[config.mk]
export PLATFORM = sky130hd
export DESIGN_NAME = muldiv_ctrl_flat
export DESIGN_NICKNAME = d
export VERILOG_FILES = /design/src/rtl/muldiv_if.sv /design/src/rtl/muldiv_ctrl.sv /design/src/flat_wrapper.sv
export SDC_FILE = /design/constraint.sdc
export NUM_CORES = 1
export LEC_CHECK = 0
export CORE_MARGIN = 5
export CORE_UTILIZATION = 42
export DETAILED_ROUTE_END_ITERATION = 8
export GPL_TIMING_DRIVEN = 1
export PLACE_DENSITY_LB_ADDON = 0.15
export SETUP_SLACK_MARGIN = 0.2
export SKIP_LAST_GASP = 1
export SLEW_MARGIN = 25
export SYNTH_ARGS = -nofsm -noshare
export SYNTH_HDL_FRONTEND = slang
export SYNTH_SLANG_ARGS = --single-unit
[constraint.sdc]
create_clock -name clk -period 4.64 [get_ports clk]
set_input_delay 0.928 -clock clk [delete_from_list [all_inputs] [get_ports clk]]
set_output_delay 0.928 -clock clk [all_outputs]
set_load 0.05 [all_outputs]
[src/rtl/muldiv_if.sv]
// Request/response bundle between the pipeline and the multiply/divide unit.
interface muldiv_if #(
  parameter int WIDTH = 32
) ();
  logic             start;
  logic [1:0]       op;
  logic [WIDTH-1:0] a;
  logic [WIDTH-1:0] b;
  logic             flush;
  logic             busy;
  logic             done;
  logic [WIDTH-1:0] hi;
  logic [WIDTH-1:0] lo;

  modport master (
    output start, op, a, b, flush,
    input  busy, done, hi, lo
  );

  modport slave (
    input  start, op, a, b, flush,
    output busy, done, hi, lo
  );
endinterface

[src/rtl/muldiv_ctrl.sv]
// Iterative MIPS-style HI/LO multiply/divide unit.
// Operands are made positive on accept and run through WIDTH shift-add or
// restoring shift-subtract steps. Signs are reapplied in FIX. The HI/LO
// registers load on the FIX->DONE edge, so new results are visible in the
// same cycle that done pulses.
module muldiv_ctrl #(
  parameter int WIDTH = 32
) (
  input  logic     clk,
  input  logic     rst,
  muldiv_if.slave  bus
);

  localparam int CNT_W = (WIDTH > 1) ? $clog2(WIDTH) : 1;

  typedef enum logic [1:0] {IDLE, RUN, FIX, DONE} state_t;

  state_t           state;
  state_t           state_next;
  logic [CNT_W-1:0] cnt;

  // Captured operation attributes and iteration datapath.
  logic             div_mode;
  logic             res_neg;
  logic             rem_neg;
  logic             div0;
  logic [WIDTH-1:0] opd;   // multiplicand or divisor magnitude
  logic [WIDTH-1:0] acc;   // product upper half or partial remainder
  logic [WIDTH-1:0] quo;   // multiplier bits shifting out / quotient shifting in
  logic [WIDTH-1:0] hi_r;
  logic [WIDTH-1:0] lo_r;

  logic signed [WIDTH-1:0] a_s;
  logic signed [WIDTH-1:0] b_s;
  logic                    signed_op;
  logic                    a_neg;
  logic                    b_neg;

  logic [WIDTH:0]   add_sum;
  logic [WIDTH:0]   shifted;
  logic             sub_ok;
  logic [WIDTH-1:0] sub_diff;
  logic [WIDTH-1:0] res_hi;
  logic [WIDTH-1:0] res_lo;

  // Two's-complement negate when neg is set (also serves as abs on signed input).
  function automatic logic [WIDTH-1:0] cond_neg(input logic [WIDTH-1:0] v, input logic neg);
    return neg ? WIDTH'(-v) : v;
  endfunction

  // Double-width variant for the full product.
  function automatic logic [2*WIDTH-1:0] cond_neg2(input logic [2*WIDTH-1:0] v, input logic neg);
    return neg ? (2*WIDTH)'(-v) : v;
  endfunction

  assign a_s       = bus.a;
  assign b_s       = bus.b;
  assign signed_op = ~bus.op[0];
  assign a_neg     = signed_op & a_s[WIDTH-1];
  assign b_neg     = signed_op & b_s[WIDTH-1];

  assign bus.busy = (state == RUN) || (state == FIX);
  assign bus.done = (state == DONE);
  assign bus.hi   = hi_r;
  assign bus.lo   = lo_r;

  // State register.
  always_ff @(posedge clk) begin
    if (rst) state <= IDLE;
    else     state <= state_next;
  end

  // Next-state: flush only cancels work in RUN/FIX; start only counts in IDLE.
  always_comb begin
    state_next = state;
    unique case (state)
      IDLE: if (bus.start) state_next = RUN;
      RUN: begin
        if (bus.flush)                    state_next = IDLE;
        else if (cnt == CNT_W'(WIDTH-1))  state_next = FIX;
      end
      FIX:  state_next = bus.flush ? IDLE : DONE;
      DONE: state_next = IDLE;
      default: state_next = IDLE;
    endcase
  end

  // Iteration counter: held at zero outside RUN.
  always_ff @(posedge clk) begin
    if (rst)               cnt <= '0;
    else if (state == RUN) cnt <= cnt + 1'b1;
    else                   cnt <= '0;
  end

  // One multiply or divide step, plus the sign-corrected final result.
  always_comb begin
    add_sum  = {1'b0, acc} + {1'b0, (quo[0] ? opd : '0)};
    shifted  = {acc, quo[WIDTH-1]};
    sub_ok   = (shifted >= {1'b0, opd});
    sub_diff = shifted[WIDTH-1:0] - opd;
    res_hi   = '0;
    res_lo   = '0;
    if (div_mode) begin
      res_hi = cond_neg(acc, rem_neg);
      res_lo = div0 ? '1 : cond_neg(quo, res_neg);
    end else begin
      {res_hi, res_lo} = cond_neg2({acc, quo}, res_neg);
    end
  end

  // Operand capture on accept and per-cycle iteration in RUN.
  always_ff @(posedge clk) begin
    if (state == IDLE && bus.start) begin
      div_mode <= bus.op[1];
      res_neg  <= a_neg ^ b_neg;
      rem_neg  <= a_neg;
      div0     <= (bus.b == '0);
      acc      <= '0;
      if (bus.op[1]) begin
        opd <= cond_neg(bus.b, b_neg);
        quo <= cond_neg(bus.a, a_neg);
      end else begin
        opd <= cond_neg(bus.a, a_neg);
        quo <= cond_neg(bus.b, b_neg);
      end
    end else if (state == RUN) begin
      if (div_mode) begin
        acc <= sub_ok ? sub_diff : shifted[WIDTH-1:0];
        quo <= {quo[WIDTH-2:0], sub_ok};
      end else begin
        acc <= add_sum[WIDTH:1];
        quo <= {add_sum[0], quo[WIDTH-1:1]};
      end
    end
  end

  // HI/LO load leaving FIX unless the operation is being flushed.
  always_ff @(posedge clk) begin
    if (rst) begin
      hi_r <= '0;
      lo_r <= '0;
    end else if (state == FIX && !bus.flush) begin
      hi_r <= res_hi;
      lo_r <= res_lo;
    end
  end

endmodule

[src/flat_wrapper.sv]
// flat-port wrapper written by rule: the top's interface ports become plain ports
module muldiv_ctrl_flat 
#(
  parameter int WIDTH = 32
)
  (clk, rst, bus_start, bus_op, bus_a, bus_b, bus_flush, bus_busy, bus_done, bus_hi, bus_lo);
  muldiv_if #(.WIDTH(WIDTH)) bus_i ();
  input  logic clk;
  input  logic rst;
  input wire logic [$bits(bus_i.start)-1:0] bus_start;
  input wire logic [$bits(bus_i.op)-1:0] bus_op;
  input wire logic [$bits(bus_i.a)-1:0] bus_a;
  input wire logic [$bits(bus_i.b)-1:0] bus_b;
  input wire logic [$bits(bus_i.flush)-1:0] bus_flush;
  output wire logic [$bits(bus_i.busy)-1:0] bus_busy;
  output wire logic [$bits(bus_i.done)-1:0] bus_done;
  output wire logic [$bits(bus_i.hi)-1:0] bus_hi;
  output wire logic [$bits(bus_i.lo)-1:0] bus_lo;
  assign bus_i.start = bus_start;
  assign bus_i.op = bus_op;
  assign bus_i.a = bus_a;
  assign bus_i.b = bus_b;
  assign bus_i.flush = bus_flush;
  assign bus_busy = bus_i.busy;
  assign bus_done = bus_i.done;
  assign bus_hi = bus_i.hi;
  assign bus_lo = bus_i.lo;
  muldiv_ctrl #(.WIDTH(WIDTH)) u_core (.clk(clk), .rst(rst), .bus(bus_i));
endmodule
==> results.md <==
* Status: complete, no violations
* Final Cycle Share at 87.8%
* Clock Power Share at 19.5%
* # setup viols final at 0
* # Max-Cap Violations at 0
* Reg2reg setup slack at 0.57 ns
* Yosys top cell by area: dfxtp_1
* Yosys reg bits at 171
* Most common cell in the netlist: nor2_1
* Startpoint types: flop
* Synthesized area at 0.0139 mm2
* First-pass GRT wire length at 73,100 um
* Syn_area_per_cell at 8.09 um2
* FFs w/ async S/R, synth at 0%
* Multi-input gate area at 0.00922 mm2
* Via/cell ratio at 5.81
* Area of the core at 0.0326 mm2
* Pin count of the biggest net entering global routing at 77
* RSZ-0062 raised after global routing: no
* Later-pin clock latency in the skew report at 0.46 ns
* Initial antenna violation count at 0
* Vias in the first global route at 12,700
* First drt pass iteration count at 5
* Mapped Cells at 1,719
* DRT iter0 DRCs at 1,181
* Total Wirelength at 47,400 um
* Dpl ws at 0.427 ns
* Sum Neg Setup Slack at 0 ns
* CP Class: flop to flop
* Critical Path RT at 4.94 ns
* PwrDens at 455 mW/mm2
* DRC errors left at 0
* Diodes inserted at 0
* Synth cell types at 70
* Inserted Clock Buffers at 17
* Die width at 192 um
* Area contributors post-synth: dfxtp_1 (15%), edfxtp_1 (15%), mux2i_1 (7.3%), ha_1 (6.8%), xnor2_1 (5.8%)
* Measured slew at the worst slew-check pin at 1.06 ns
* Post-route ant nets at 0
* Initial Util at 42.6%
* CP endpoint kind: flop
* Combinational power share at 51.9%
* Clk sinks at 171
* Die height at 192 um
* Top-Level Pins at 136
* GRT Overall Usage at 25.7%
* Die area at 0.0368 mm2
* Max Fanout on Critical Path at 15
* Psw at 3420 uW
* FF/Latch Area at 0.00410 mm2
* Clk buf depth at 2
* # resized after CTS at 0
* Routed via count at 13,300
* Global route overflow at 0
* Port Buffers at 135
* Filler cells at 3,260
* Leakage power at 0.00655 uW
* Fin. Hold Viols at 0
* Post-route setup slack at 0.565 ns
* EDFF count, synth at 68
* DP Wirelength at 37,200 um
* # Post-CTS Setup Buffers at 0
* Top-area cell type share of the netlist area at 14.8%
* Wirelength per Cell at 20.8 um
* CTS tree: done
* Clock root buffer: clkbuf_16
* Standard-cell rows at 66
* Nets at 1,974
* H-tree levels at 4
* CP arrival at 4.38 ns
* Hold Path Class: flop to flop
* # hold bufs at CTS at 0
* Seq/Total Area, Yosys at 29.5%
* # placed instances at 2,250
* Overall power at 7480 uW
* Clock skew at 0.0164 ns
* Post-synth top cells: nor2_1 (177), a21oi_1 (153), nand2_1 (144), o21ai_0 (132), dfxtp_1 (103)
* Final Critical Period at 4.07 ns
* Maximum vdd ir drop at 303 uV
* Switching part of the total at 45.8%
* Hold WS at 0.450 ns
* GPL Wtd Cong at 0.951
* Max Slew Vio Count at 0
* Share of layout cells above drive strength 1 at 5.92%
* Relative slew slack at 29.5%
* Finished Layout Cells at 2,282
* Syn_nets at 1,866
* Highest clock rate at 245 MHz
* CTS clk-pin slew, worst paths at 0.07 ns
* Register share of total power at 28.6%
* Synth Flop Type: dfxtp_1
* Syn-to-layout area delta at 18.2%
* Internal power at 4050 uW
* Ys Warns at 0
placed cells by master, fill, tap and decap left out, drive strengths merged, types with 68 or more instances in the layout:
| cell type | Yosys | final |
|---|---|---|
| o21ai | 133 | 133 |
| inv | 63 | 70 |
| xnor2 | 92 | 92 |
| xor2 | 76 | 76 |
| a21oi | 153 | 153 |
| nor2 | 177 | 177 |
| edfxtp | 68 | 68 |
| ha | 75 | 75 |
| nand2 | 144 | 144 |
| clkdlybuf4s50 | 0 | 133 |
| mux2i | 102 | 102 |
| dfxtp | 103 | 103 |
path summary, 6_finish.rpt:
| check | start | end | cells after the start |
|---|---|---|---|
| worst max-delay path | u_core.quo[0] | u_core.bus.hi[24] | 12 |
| worst min-delay path | u_core.cnt[0] | u_core.cnt[0] | 1 |
| worst max register to register | u_core.quo[0] | u_core.bus.hi[24] | 12 |
| worst min register to register | u_core.cnt[0] | u_core.cnt[0] | 1 |
critical path, stage by stage (launching register included):
cell and delay [ns]:
edfxtp_1 0.46, inv_1 0.42, buf_4 0.21, ha_1 0.20
nand2b_1 0.14, or3_1 0.41, or4_1 0.56, or3_4 0.47
o21ai_2 0.47, o21ai_0 0.22, xor2_1 0.18, nand2_1 0.08
a21oi_1 0.07
metrics by stage:
step           util, %  instance area [um2]
2_1_floorplan        -                13900
3_3_place_gp      48.5                15800
3_5_place_dp      48.5                15800
4_1_cts           50.4                16400
5_1_grt           50.4                16400
6_report          50.4                16400
cell families (layout without fill, tap and decap cells):
logic type	after synthesis	after routing	synth area share (%)
buf+inv	159	280	4.31
xor+xnor	168	168	10.6
flops	171	171	29.5
fa+ha+maj	77	77	7.04
simple gates	517	517	17.4
compound gates	525	525	23.8
mux	102	102	7.35
sequential cells by signal, indices dropped and copies added (netlist names):
| signal | flops |
|---|---|
| u_core.state | 2 |
| u_core.quo | 32 |
| u_core.rem_neg | 1 |
| u_core.bus.lo | 32 |
| u_core.div0 | 1 |
| u_core.bus.hi | 32 |
| u_core.res_neg | 1 |
| u_core.div_mode | 1 |
| u_core.opd | 32 |
| u_core.cnt | 5 |
| u_core.acc | 32 |
routing by layer:
layer  vias up  share of wire [%]  track usage, %
met4         0                4.3            10.8
li1       6483                  -               -
met1      6229                 46            36.0
met2       476                 44            39.2
met5         -                  0               0
met3        77                5.7            4.16
power groups by stage:
stage | logic (uW) | clock network [uW] | registers [uW]
after global placement | 3800 | 0 | 2160
final | 3880 | 1450 | 2140
after CTS | 3820 | 1480 | 2130
after floorplan | 2620 | 0 | 2090
after detailed placement | 3800 | 0 | 2160
after global routing | 4230 | 1550 | 2160
final cells by class:
class,count,area share (%)
Sequential cell,171,25.0
Tap cell,442,3.37
Clock inverter,14,1.05
Clock buffer,18,2.61
Timing Repair Buffer,184,10.4
Multi-Input combinational cell,1389,56.1
Inverter,64,1.46
Power figures use the tool's default switching activity.
